$ cat config.mk
export PLATFORM = sky130hd
export DESIGN_NAME = regfile_wb_arbiter
export DESIGN_NICKNAME = d
export VERILOG_FILES = /design/src/rtl/wb_pkg.sv /design/src/rtl/rr_arb2.sv /design/src/rtl/regfile_wb_arbiter.sv
export SDC_FILE = /design/constraint.sdc
export NUM_CORES = 1
export LEC_CHECK = 0
export BUFFER_PORTS_ARGS = -buffer_cell sky130_fd_sc_hd__buf_4
export CAP_MARGIN = 30
export CORE_UTILIZATION = 43
export DETAILED_ROUTE_END_ITERATION = 10
export MAX_ROUTING_LAYER = met4
export PLACE_DENSITY = 0.87
export RECOVER_POWER = 100
export SLEW_MARGIN = 30
export SYNTH_ARGS = -nofsm -noshare
export SYNTH_HDL_FRONTEND = slang
export SYNTH_HIERARCHICAL = 1
export SYNTH_SLANG_ARGS = --single-unit
$ cat constraint.sdc
create_clock -name clk -period 2.25 [get_ports clk]
set_input_delay 0.45 -clock clk [delete_from_list [all_inputs] [get_ports clk]]
set_output_delay 0.45 -clock clk [all_outputs]
set_load 0.01 [all_outputs]
$ cat src/rtl/wb_pkg.sv
// Shared definitions for the register-file writeback arbiter.
//   XLEN  : register data width
//   NREG  : number of architectural registers (x0 is hardwired to zero)
//   REG_W : register index width
//   wb_req_t : one writeback request (destination index + data)
package wb_pkg;

  localparam int XLEN  = 64;
  localparam int NREG  = 32;
  localparam int REG_W = 5;

  // "reg" is a reserved word, so the destination field is called dst.
  typedef struct packed {
    logic [REG_W-1:0] dst;
    logic [XLEN-1:0]  val;
  } wb_req_t;

endpackage

$ cat src/rtl/rr_arb2.sv
// Two-input round-robin arbiter.
//   clk, reset : clock and synchronous active-high reset
//   req[1:0]   : request lines (bit 0 = ALU, bit 1 = load unit)
//   gnt[1:0]   : one-hot grant, combinational from req and the pointer
// The priority pointer only moves on contended cycles, so a lone requester
// never steals priority from the other side.
module rr_arb2 (
  input  logic       clk,
  input  logic       reset,
  input  logic [1:0] req,
  output logic [1:0] gnt
);

  // ptr_q == 0 favours req[0], ptr_q == 1 favours req[1]
  logic ptr_q;
  logic ptr_d;

  always_comb begin
    gnt   = 2'b00;
    ptr_d = ptr_q;
    if (!reset) begin
      if (req == 2'b11) begin
        gnt   = ptr_q ? 2'b10 : 2'b01;
        ptr_d = ~ptr_q;
      end else begin
        gnt = req;
      end
    end
  end

  always_ff @(posedge clk) begin
    if (reset) begin
      ptr_q <= 1'b0;
    end else begin
      ptr_q <= ptr_d;
    end
  end

endmodule

$ cat src/rtl/regfile_wb_arbiter.sv
// Register-file writeback arbiter with destination scoreboard.
//   clk, reset              : clock, synchronous active-high reset
//   alu_valid/ready/reg/val : ALU writeback request channel
//   ld_valid/ready/reg/val  : load-unit writeback request channel
//   rsv_valid, rsv_reg      : decode reserving a destination register
//   wr_en, wr_reg, wr_val   : registered register-file write port (latency 1)
//   busy[31:0]              : per-register pending-write mask, bit 0 always 0
// One request is accepted per cycle via rr_arb2; the accepted request is
// registered onto the write port. Writes to x0 are consumed silently.
module regfile_wb_arbiter
  import wb_pkg::*;
(
  input  logic             clk,
  input  logic             reset,
  input  logic             alu_valid,
  output logic             alu_ready,
  input  logic [REG_W-1:0] alu_reg,
  input  logic [XLEN-1:0]  alu_val,
  input  logic             ld_valid,
  output logic             ld_ready,
  input  logic [REG_W-1:0] ld_reg,
  input  logic [XLEN-1:0]  ld_val,
  input  logic             rsv_valid,
  input  logic [REG_W-1:0] rsv_reg,
  output logic             wr_en,
  output logic [REG_W-1:0] wr_reg,
  output logic [XLEN-1:0]  wr_val,
  output logic [NREG-1:0]  busy
);

  logic [1:0] gnt;
  wb_req_t    sel;

  logic             wr_en_q,  wr_en_d;
  logic [REG_W-1:0] wr_reg_q, wr_reg_d;
  logic [XLEN-1:0]  wr_val_q, wr_val_d;
  logic [NREG-1:0]  busy_q,   busy_d;

  // Arbiter also masks grants while reset is high.
  rr_arb2 u_arb (
    .clk   (clk),
    .reset (reset),
    .req   ({ld_valid, alu_valid}),
    .gnt   (gnt)
  );

  assign alu_ready = gnt[0];
  assign ld_ready  = gnt[1];

  always_comb begin
    sel      = '0;
    wr_en_d  = 1'b0;
    wr_reg_d = '0;
    wr_val_d = '0;

    if (gnt[0]) begin
      sel.dst = alu_reg;
      sel.val = alu_val;
    end else if (gnt[1]) begin
      sel.dst = ld_reg;
      sel.val = ld_val;
    end

    // x0 requests are accepted but never reach the register file.
    if ((gnt != 2'b00) && (sel.dst != '0)) begin
      wr_en_d  = 1'b1;
      wr_reg_d = sel.dst;
      wr_val_d = sel.val;
    end
  end

  // Clear first, then set: a reservation on the same edge as the write that
  // retires the old value belongs to a newer instruction and must survive.
  always_comb begin
    busy_d = busy_q;
    if (wr_en_q) begin
      busy_d[wr_reg_q] = 1'b0;
    end
    if (rsv_valid && (rsv_reg != '0)) begin
      busy_d[rsv_reg] = 1'b1;
    end
    busy_d[0] = 1'b0;
  end

  always_ff @(posedge clk) begin
    if (reset) begin
      wr_en_q  <= 1'b0;
      wr_reg_q <= '0;
      wr_val_q <= '0;
      busy_q   <= '0;
    end else begin
      wr_en_q  <= wr_en_d;
      wr_reg_q <= wr_reg_d;
      wr_val_q <= wr_val_d;
      busy_q   <= busy_d;
    end
  end

  assign wr_en  = wr_en_q;
  assign wr_reg = wr_reg_q;
  assign wr_val = wr_val_q;
  assign busy   = busy_q;

endmodule

=== Word-level counts from Yosys, hierarchy flattened ===
Index checks and enable logic that the tools add are counted.

* Register bits: 103
* Input port bits: 148
* Output and inout bits: 104
* Word-level logic and storage cells: 36

* $lt $le $gt $ge: 4
* Eq/ne operators: 1
* Muxes and demuxes: 12
* Bitwise gates (word level): 5
* Reductions and logical operators: 8

{| class="wikitable"
|+ Operators with widths
! kind !! count
|-
| $mux W69 || 2
|-
| $mux W32 || 2
|-
| $and A32 B32 Y32 || 1
|-
| $not A32 Y32 || 1
|-
| $or A32 B32 Y32 || 1
|-
| $lt A5 B6 Y1 const B || 2
|-
| $demux W1 S5 || 2
|-
| $ge A5 B1 Y1 const B || 2
|-
| $reduce_bool A5 Y1 || 2
|-
| $mux W2 || 3
|-
| $logic_and A1 B1 Y1 || 4
|-
| $mux W1 || 3
|-
| $eq A2 B2 Y1 const B || 1
|-
| $not A1 Y1 || 2
|-
| $reduce_bool A2 Y1 || 1
|-
| $reduce_or A2 Y1 || 1
|}

=== Logic depth before layout (Yosys ltp) ===
Gate-level depths: netlist of the first run.

* Word-level depth: 9
* Depth in mapped cells: 9
* Mapped depth without buffers: 5

=== By module ===
Netlist of the first run, hierarchy kept.

{| class="wikitable"
|+ Modules (own cells, without submodules)
! module !! instances !! cells an instance !! area each (um^2) !! seq. area each (um^2)
|-
| regfile_wb_arbiter || 1 || 403 || 4020.1 || 2021.9
|-
| rr_arb2 || 1 || 8 || 71.3 || 20.0
|}

=== Worst setup path after synthesis of the first run ===
No wires, ideal clock.

* Path type: input port to flip-flop
* Start: input port ld_valid
* End: register wr_reg_q[4], in the netlist wr_reg[4]
* Setup time: 0.128 ns
* Arrival: 1.885 ns
* Required time: 2.122 ns
* Path slack: 0.238 ns
* Cell stages on the path: 8
* Path buffers: 4
* Cell sequence: a211oi_1 clkbuf_1 nor2b_1 buf_2 buf_2 buf_2 a22oi_1 nor2_1

* Longest elaborated chain between the ends: 9
* Elaborated cells on any way between the ends: 10
* Those cells by class: eq/ne (1); mux (4); bitwise (1); reduce/logical (4)

{| class="wikitable"
|+ RTL lines
! element !! RTL line !! source
|-
| start: declaration || regfile_wb_arbiter.sv:19 || <nowiki>input logic ld_valid,</nowiki>
|-
| $eq A2 B2 Y1 || rr_arb2.sv:22 || <nowiki>if (req == 2'b11) begin</nowiki>
|-
| $mux W2 (*) || rr_arb2.sv:22 ||
|-
| $mux W2 (*) || rr_arb2.sv:21 || <nowiki>if (!reset) begin</nowiki>
|-
| $mux W69 || regfile_wb_arbiter.sv:59 || <nowiki>end else if (gnt[1]) begin</nowiki>
|-
| $mux W69 || regfile_wb_arbiter.sv:56 || <nowiki>if (gnt[0]) begin</nowiki>
|-
| $reduce_bool A5 Y1 || regfile_wb_arbiter.sv:65 || <nowiki>if ((gnt != 2'b00) && (sel.dst != '0)) begin</nowiki>
|-
| $logic_and A1 B1 Y1 || regfile_wb_arbiter.sv:65 ||
|-
| $not A1 Y1 (no source line) || -- ||
|-
| $reduce_or A2 Y1 (no source line) || -- ||
|-
| end signal: assignment || regfile_wb_arbiter.sv:93 || <nowiki>wr_reg_q <= wr_reg_d;</nowiki>
|-
| end: declaration || regfile_wb_arbiter.sv:35 || <nowiki>logic [REG_W-1:0] wr_reg_q, wr_reg_d;</nowiki>
|}

Every way passes the cells marked *; elsewhere a longest branch is shown, timed or not.
A chain may end at the register's enable or synchronous reset.

=== Final worst setup path of the first run ===
* Start: input port alu_reg[2]
* End: register wr_val_q[47], in the netlist wr_val[47]

* Longest elaborated chain between the ends: 5

{| class="wikitable"
|+ RTL lines
! element !! RTL line !! source
|-
| start: declaration || regfile_wb_arbiter.sv:17 || <nowiki>input logic [REG_W-1:0] alu_reg,</nowiki>
|-
| $mux W69 || regfile_wb_arbiter.sv:56 ||
|-
| $reduce_bool A5 Y1 || regfile_wb_arbiter.sv:65 ||
|-
| $logic_and A1 B1 Y1 || regfile_wb_arbiter.sv:65 ||
|-
| $not A1 Y1 (no source line) || -- ||
|-
| $reduce_or A2 Y1 (no source line) || -- ||
|-
| end signal: assignment || regfile_wb_arbiter.sv:94 || <nowiki>wr_val_q <= wr_val_d;</nowiki>
|-
| end: declaration || regfile_wb_arbiter.sv:36 || <nowiki>logic [XLEN-1:0] wr_val_q, wr_val_d;</nowiki>
|}

Every way passes these cells.

==> results of run 1 <==
[metal layers]
layer  part of all wire [%]  GRT usage, %  vias up  wire [um]
met5                      0             -        -          0
met4                    3.2         10.97        0        421
met3                    7.8         5.060       36       1020
met2                     51         45.41      247       6702
met1                     38         30.26     1932       4903
li1                       -             -     1984          -
[critical path, cell delays in order]
cell and delay (ns):
clkbuf_4 0.11, or4_1 0.54, o211ai_1 0.43, buf_12 0.24
clkbuf_1 0.33, a21oi_1 0.14
[cell usage after synthesis, types with 5 or more instances]
| library cell | number |
|---|---|
| nand3b_1 | 7 |
| buf_12 | 5 |
| nand2_1 | 33 |
| and3b_1 | 5 |
| dfxtp_1 | 102 |
| o21ai_1 | 12 |
| o21ai_0 | 19 |
| buf_6 | 6 |
| a22oi_1 | 68 |
| clkbuf_1 | 19 |
| a21oi_1 | 46 |
| a21oi_2 | 51 |
| buf_2 | 6 |
[cell type report]
class | instances | share of cell area (%)
multi-input cells | 268 | 29.08
repair buffers | 267 | 28.68
clock inverters | 5 | 1.035
inverters | 3 | 0.1981
flip-flops and latches | 102 | 35.92
clock buffers | 10 | 2.245
well taps | 129 | 2.840
[stage by stage]
stage,hold WS (ns),setup WS (ns),std cells,util [%]
3_5_place_dp,0.4692,0.1816,769,65.59
2_1_floorplan,0.4983,0.2377,411,-
6_report,0.3640,0.2218,784,61.52
5_1_grt,0.3480,0.1696,784,61.52
4_1_cts,0.3463,0.3372,784,67.61
3_3_place_gp,0.4640,0.2268,769,65.59
[final timing paths]
path                end  slack [ns]  depth (start not counted)
max          wr_val[47]        0.22                          6
min           wr_reg[1]        0.36                          3
max reg2reg  wr_val[37]        0.37                          5
min reg2reg    busy[29]        0.48                          2
[power breakdown]
group,switching [uW],internal [uW]
Combinational,238,260
Clock,590,511
Sequential,21.8,1840
Total,850,2610
[kinds of logic (layout without fill, tap and decap cells)]
family | count (synthesis) | after routing | share of synthesized area (%)
flops | 102 | 102 | 49.91
simple gates | 66 | 66 | 8.685
compound gates | 201 | 201 | 34.10
other cells | 1 | 1 | 0.09166
buf+inv | 41 | 285 | 7.217
==> metrics.md, run 1 <==
| Metric | Value |
|---|---|
| Slew @ Worst Pin | 0.5723 ns |
| Syn Nets | ~560 |
| R2r startpoint | u_arb/ptr_q |
| Fillers | slightly below 900 |
| Syn Area/Cell | between 9 and 10 sq um |
| Post-synthesis cell area | just over 4000 sq um |
| DIE WIDTH | between 90 and 100 um |
| Post-synth cell types | 29 |
| HPWL Detailed | 10,070 um |
| Row Count | 35 |
| Register area | between 2000 and 2500 sq um |
| Die area | 9909 sq um |
| Max Slew Vio Count | 0 |
| Most frequent cells in the layout | 150 x buf_4, 108 x clkbuf_1, 102 x dfxtp_1, 77 x a21oi_1, 68 x a22oi_1 |
| Crit. Startpoint | alu_reg[2] |
| Final TNS setup | 0 ns |
| Die Height | ~100 um |
| RSZ-0062 raised after global routing | false |
| Total track usage | 26.46% |
| Iter 0 DRT Violations | 144 |
| Residual DRC | 0 |
| CTS Hold Buffers Added | 0 |
| Root buffer cell | clkbuf_8 |
| Largest cells by area after synthesis | dfxtp_1 50%, a22oi_1 12%, a21oi_2 11% |
| CP Data Required Time | about 2.5 ns |
| Vias/cell | roughly 5.4 |
| Critical path endpoint category | flop |
| Cells after synthesis | roughly 410 |
| Drt wl/cell | 16.64 um |
| Gp weighted congestion | approximately 0.89 |
| Power per cell area | 609.1 nW/um^2 |
| Crit path kind | input port to flop |
| Worst Path Arrival | around 2.2 ns |
| Peak supply drop | 0.2671 mV |
| N_diodes | 0 |
| CP startpoint kind | input port |
| CTS Buf Count | 9 |
| CTS Sinks | between 100 and 150 |
| Area Growth Syn to Fin | 38.93% |
| Largest net degree at the start of global routing | 45 |
| First-pass GRT wire length | 19,770 um |
| CTS tree | done |
| CTS max path bufs | 2 |
| Starting Density | 44.28% |
| Final Power | around 3500 uW |
| Async S/R FF share, synth | 0% |
| Clock transition at path regs | about 0.1 ns |
| Max reg flops | 64 |
| Commonest non-fill, non-tap cell in the layout | buf_4 |
| ANT nets after route | 0 |
| Ys flop type | dfxtp_1 |
| Fin. Hold Viols | 0 |
| Overflow after GRT | 0 |
| MaxCap Viol Count | 0 |
| Vias in the first global route | about 4k |
| Max FO, Critical Path | 25 |
| Vias | 4,199 |
| Clock Skews | between 0.01 and 0.015 ns |
| Synth warn | 6 |
| Pleak | approximately 0.0022 uW |
| Final setup viols | 0 |
| Setup Buffers After CTS | 0 |
| PortBufs | 250 |
| Pre-antenna DRT Iters | 5 |
| Initial antenna violation count | 0 |
| HP Class | input port to flop |
| Cell taking the most area after synthesis | dfxtp_1 |
| Crit share post-route | around nine tenths |
| FF+latch count, synth | 102 |
| Worst skew pair latency | ~0.35 ns |
| Area of the multi-input gates | 1653 sq um |
| Share of layout cells above drive strength 1 | approximately 30% |
| # IOs | 252 |
| H-tree depth | 3 |
| Core Region | between 9000 and 10,000 sq um |
| Worst slew margin | about three fifths |
| Resized Gates After CTS | 0 |
| Register area share after synthesis | approximately 50% |
| Min cycle time layout | 2.028 ns |
| Status | finished clean |
| Hold path start | ld_reg[1] |
| Total wire length | 13,050 um |
| Cell Area, Placed | 6061 sq um |
| F_max | approximately 490 MHz |
| Final instance area | ~5700 sq um |
| Post-synth EDFFs | 0 |
| Top-area cell type share of the netlist area | about half |
| Fin nets | between 700 and 800 |
Power figures use the tool's default switching activity.
==> run 2, diff against run 1 <==
--- a/config.mk
+++ b/config.mk
@@ -7,10 +7,10 @@
 export LEC_CHECK = 0
 export BUFFER_PORTS_ARGS = -buffer_cell sky130_fd_sc_hd__buf_4
 export CAP_MARGIN = 30
-export CORE_UTILIZATION = 43
+export CORE_UTILIZATION = 39
 export DETAILED_ROUTE_END_ITERATION = 10
 export MAX_ROUTING_LAYER = met4
-export PLACE_DENSITY = 0.87
+export PLACE_DENSITY = 0.84
 export RECOVER_POWER = 100
 export SLEW_MARGIN = 30
 export SYNTH_ARGS = -nofsm -noshare
==> constraint.sdc (replaced) <==
create_clock -name clk -period 1.7 [get_ports clk]
set_input_delay 0.34 -clock clk [delete_from_list [all_inputs] [get_ports clk]]
set_output_delay 0.34 -clock clk [all_outputs]
set_load 0.01 [all_outputs]
==> run 2 against run 1 <==
  * Clock-buffer cell count rose by 2
  * Global-route usage fell by 1.8 points
  * Largest cell class unchanged
  * Total power rose by 33%
  * Highest routed layer unchanged
  * Cell area rose by 4.8%
==> metrics.md, run 2 (synthesized netlist as in run 1, its figures left out) <==
| Metric | Value |
|---|---|
| Status | finished clean |
| Fillers | approximately 1.0k |
| Starting Density | between 30% and 40% |
| Min cycle time layout | 1.633 ns |
| Vias in the first global route | between 4k and 5k |
| DIE WIDTH | about 100 um |
| Pre-antenna DRT Iters | 5 |
| CP startpoint kind | flop |
| Iter 0 DRT Violations | about 230 |
| Initial antenna violation count | 0 |
| F_max | 612.5 MHz |
| Crit path max-delay cell type | dfxtp_1 |
| First-pass GRT wire length | roughly 21,000 um |
| Total track usage | 24.70% |
| ANT nets after route | 0 |
| Max reg flops | 64 |
| Area Growth Syn to Fin | 45.60% |
| Vias/cell | 5.326 |
| Fin. Hold Viols | 0 |
| Hold depth | 2 |
| R2r startpoint | u_arb/ptr_q |
| CTS Sinks | between 100 and 150 |
| Reg2reg end | wr_val[18] |
| Worst skew pair latency | 0.35 ns |
| Critical path endpoint category | output pin |
| Final TNS setup | 0 ns |
| Pleak | roughly 0.0023 uW |
| CTS Hold Buffers Added | 0 |
| Fin nets | 811 |
| N_diodes | 0 |
| Root buffer cell | clkbuf_8 |
| Largest net degree at the start of global routing | 45 |
| Worst Reg-to-Reg Cells | 7 |
| Worst hold endpoint | u_arb/ptr_q |
| Max Slew Vio Count | 0 |
| CTS max path bufs | 2 |
| Crit path kind | flop to output pin |
| Die Height | between 100 and 150 um |
| PortBufs | between 200 and 300 |
| # IOs | approximately 250 |
| Commonest non-fill, non-tap cell in the layout | buf_4 |
| Power per cell area | 774.4 nW/um^2 |
| RSZ-0062 raised after global routing | false |
| Total wire length | 13,300 um |
| Share of layout cells above drive strength 1 | about 34% |
| Max FO, Critical Path | 4 |
| Worst Path Arrival | roughly 1.3 ns |
| Residual DRC | 0 |
| HP Class | input port to flop |
| Die area | 10,900 sq um |
| Row Count | 37 |
| CTS tree | done |
| Final setup viols | 0 |
| CP Data Required Time | 1.36 ns |
| Vias | about 4.3k |
| Peak supply drop | between 0.3 and 0.4 mV |
| R2r setup slk | about 0.080 ns |
| Overflow after GRT | 0 |
| Drt wl/cell | about 17 um |
| Most frequent cells in the layout | 158 x buf_4, 104 x clkbuf_1, 102 x dfxtp_1, 67 x a21oi_1, 67 x a22oi_1 |
| HPWL Detailed | around 9600 um |
| WP buf/inv | 2 |
| Clock transition at path regs | roughly 0.090 ns |
| Final Worst Setup Slack | 0.06742 ns |
| Hold path start | reset |
| Clock Skews | ~0.0064 ns |
| H-tree depth | 3 |
| Gp weighted congestion | 0.8841 |
| Worst path cell trace | a211oi_4 -> buf_12 -> clkbuf_2 |
| MaxCap Viol Count | 0 |
| CTS Buf Count | 9 |
| Core Region | roughly 10,000 sq um |
| Setup WS pre-CTS | -0.1731 ns |
| Crit share post-route | a little over nine tenths |
| Worst path max stage delay | 0.36 ns |
| Crit path max-delay family | flip-flops |
==> run 2: cell types whose count changed in the layout (fill, tap and decap cells not counted), sizes merged <==
cell and change:
bufinv -1, buf +14, bufbuf +2, clkbuf -2, clkinvlp +1, inv -1
==> run 2: worst max-delay path by stage <==
stage	slack, ns	endpoint	from	depth (start not counted)
3_5_place_dp	-0.17	wr_val[3]	ld_reg[2]	5
3_3_place_gp	-0.14	wr_val[2]	ld_reg[2]	5
4_1_cts	0.04	alu_ready	u_arb/ptr_q	3
2_1_floorplan	0.04	wr_reg[4]	ld_valid	8
6_report	0.07	alu_ready	u_arb/ptr_q	3
5_1_grt	0.005	alu_ready	u_arb/ptr_q	3
==> run 2: report_power, final <==
group | leakage [uW] | internal [uW] | switching (uW)
clock | 0.0000848 | 616 | 797
sequential | 0.000825 | 2440 | 27.2
combinational | 0.00137 | 394 | 341
total | 0.00228 | 3450 | 1170
==> run 2: stage by stage <==
step	power, uW	hold WS (ns)	instance area, sq um	util [%]	cells
floorplan	2830	0.4024	4108	-	411
global placement	3254	0.4648	6165	60.25	782
finish	4613	0.1932	5957	58.22	804
detailed placement	3275	0.4682	6165	60.25	782
global route	4827	0.1734	5957	58.22	804
CTS	4717	0.1692	6459	63.13	804
==> run 2: repair_timing <==
| item | CTS | global route |
|---|---|---|
| endpoints found under the setup margin | 1 | 16 |
| gates cloned | 2 | 0 |
| resized for setup | 3 | 1 |
| setup buffers | 4 | 0 |
| pin swaps | 1 | 1 |
==> run 2: worst reg2reg max path, cell delays in order (launching register included) <==
cell and delay (ns):
dfxtp_1 0.36, a211oi_4 0.32, buf_4 0.19, buf_4 0.13
o211ai_4 0.08, buf_12 0.16, buf_6 0.17, a21oi_1 0.15
==> run 2: cell type report <==
cell class              instances  area [sq um]  area share, %
clock buffers                  12         155.1          2.604
clock inverters                 4         31.28         0.5251
inverters                       3         11.26         0.1890
multi-input cells             268          1718          28.84
flip-flops and latches        102          2042          34.28
well taps                     136         170.2          2.857
repair buffers                279          1829          30.71
==> run 2: layer usage <==
layer	global-route usage (%)	up-vias	wire (um)
li1	-	2012	-
met2	43.09	231	6874
met1	28.33	2015	5219
met3	5.075	24	981
met5	-	-	0
met4	7.551	0	220
==> run 3, diff against run 2 <==
--- a/config.mk
+++ b/config.mk
@@ -12,6 +12,7 @@
 export MAX_ROUTING_LAYER = met4
 export PLACE_DENSITY = 0.84
 export RECOVER_POWER = 100
+export REMOVE_ABC_BUFFERS = 1
 export SLEW_MARGIN = 30
 export SYNTH_ARGS = -nofsm -noshare
 export SYNTH_HDL_FRONTEND = slang
==> run 3 against run 2 <==
  * Critical endpoint is now wr_val[61]
  * Via count decreased by 1.5%
  * Sequential cell count unchanged
  * Total power increased by 4.6%
  * Critical path depth increased by 4
  * Sequential share of layout area decreased by 2.4 points
  * Worst hold slack got worse by 0.019 ns
  * Setup slack got worse by 0.0065 ns
==> metrics.md, run 3 (synthesized netlist as in run 1, its figures left out) <==
| Metric | Value |
|---|---|
| PortBufs | 250 |
| MaxCap Viol Count | 0 |
| RSZ-0062 raised after global routing | true |
| CTS Hold Buffers Added | 0 |
| Clock Skews | a little over 0.01 ns |
| Final TNS setup | 0 ns |
| Root buffer cell | clkbuf_8 |
| Worst path cell trace | a211oi_4 -> buf_4 -> buf_4 -> o211ai_4 -> buf_12 -> buf_12 -> a21oi_1 |
| Die Height | roughly 100 um |
| Max Slew Vio Count | 0 |
| DP Cell Count | 780 |
| Critical path endpoint category | flop |
| Worst skew pair latency | 0.36 ns |
| Pre-antenna DRT Iters | 5 |
| Final setup viols | 0 |
| Top Layer Used | met4 |
| Vias | 4,219 |
| CTS max path bufs | 2 |
| Row Count | 37 |
| Starting Density | between 30% and 40% |
| Power per cell area | ~750 nW/um^2 |
| ANT nets after route | 0 |
| Initial antenna violation count | 0 |
| First-pass GRT wire length | 20,890 um |
| Worst Path Arrival | about 1.9 ns |
| Max reg flops | 64 |
| Fin nets | slightly above 800 |
| Crit path kind | flop to flop |
| Area Growth Syn to Fin | 56.70% |
| Crit path max-delay family | buffers and inverters |
| Commonest non-fill, non-tap cell in the layout | buf_4 |
| Largest net degree at the start of global routing | 51 |
| CP startpoint kind | flop |
| Worst path max stage delay | 0.35 ns |
| Final instance count without filler cells | 800 |
| H-tree depth | 3 |
| Crit path max-delay cell type | dfxtp_2 |
| CTS Buf Count | 9 |
| Total wire length | 13,550 um |
| Gp weighted congestion | about 0.9 |
| Fin. Hold Viols | 0 |
| CP Data Required Time | about 2.0 ns |
| # IOs | between 200 and 300 |
| Peak supply drop | roughly 0.45 mV |
| Total track usage | roughly a quarter |
| Clock transition at path regs | around 0.090 ns |
| Min cycle time layout | 1.639 ns |
| Drt wl/cell | between 15 and 20 um |
| Iter 0 DRT Violations | around 240 |
| Most frequent cells in the layout | 266 x buf_4, 101 x dfxtp_1, 68 x a22oi_1, 51 x a21oi_2, 46 x a21oi_1 |
| WP buf/inv | 4 |
| Pleak | ~0.0027 uW |
| F_max | a little over 600 MHz |
| Vias/cell | between 5 and 6 |
| Residual DRC | 0 |
| Crit share post-route | between 90% and 100% |
| DIE WIDTH | 104.4 um |
| Met1 wire length | around 5000 um |
| Die area | about 11,000 sq um |
| Vias in the first global route | 4,086 |
| Overflow after GRT | 0 |
| Status | finished clean |
| Core Region | 10,230 sq um |
| Max FO, Critical Path | 9 |
| CTS tree | done |
| HPWL Detailed | a little over 10,000 um |
| Share of layout cells above drive strength 1 | a little over half |
| Metal2 WL | between 7000 and 8000 um |
| HP Class | input port to flop |
| Met3 wire len | 913 um |
| CTS Sinks | ~100 |
| N_diodes | 0 |
-- run 3: per-stage QoR --
step           setup slack, ns  cell area, sq um  utilization (%)  total power, uW  hold slack [ns]
3_3_place_gp          -0.09178              6137            59.99             3249           0.4640
3_5_place_dp           -0.1222              6137            59.99             3265           0.4720
5_1_grt              -0.003436              6411            62.66             5004           0.1605
6_report               0.06091              6411            62.66             4824           0.1747
4_1_cts               0.007822              6410            62.65             4853           0.1657
2_1_floorplan           -8.287              3807                -             2783           0.4024
-- run 3: per-layer routing --
layer  GRT usage [%]  up-vias
li1                -     2002
met4           12.65        0
met1           27.93     1950
met5               -        -
met2           44.23      227
met3           4.386       40
-- run 3: area by class of cell --
type,instances,area (sq um)
clock inverters,4,55.05
multi-input cells,268,1792
well taps,136,170.2
clock buffers,12,155.1
fillers,832,3820
repair buffers,275,2185
flip-flops and latches,102,2043
inverters,3,11.26
-- run 3: repair_timing --
| item | in CTS | in global routing |
|---|---|---|
| endpoints found under the setup margin | 1 | 60 |
| gates cloned | 1 | 0 |
| gates resized for setup | 2 | 1 |
| pin swaps | 1 | 1 |
| buffers inserted | 3 | 0 |
-- run 3: path summary, 6_finish.rpt --
| kind | start | to | slack (ns) | cells after the start |
|---|---|---|---|---|
| min | reset | u_arb/ptr_q | 0.17 | 2 |
| max | u_arb/ptr_q | wr_val[61] | 0.06 | 7 |
| max reg2reg | u_arb/ptr_q | wr_val[61] | 0.06 | 7 |
| min reg2reg | busy[12] | busy[12] | 0.48 | 2 |
-- run 3: report_power, final --
part / switching (uW) / leakage (uW) / total, uW / internal [uW]
Clock: 817 / 0.000103 / 1590 / 768
Combinational: 345 / 0.00179 / 772 / 427
Sequential: 29.7 / 0.000826 / 2470 / 2440
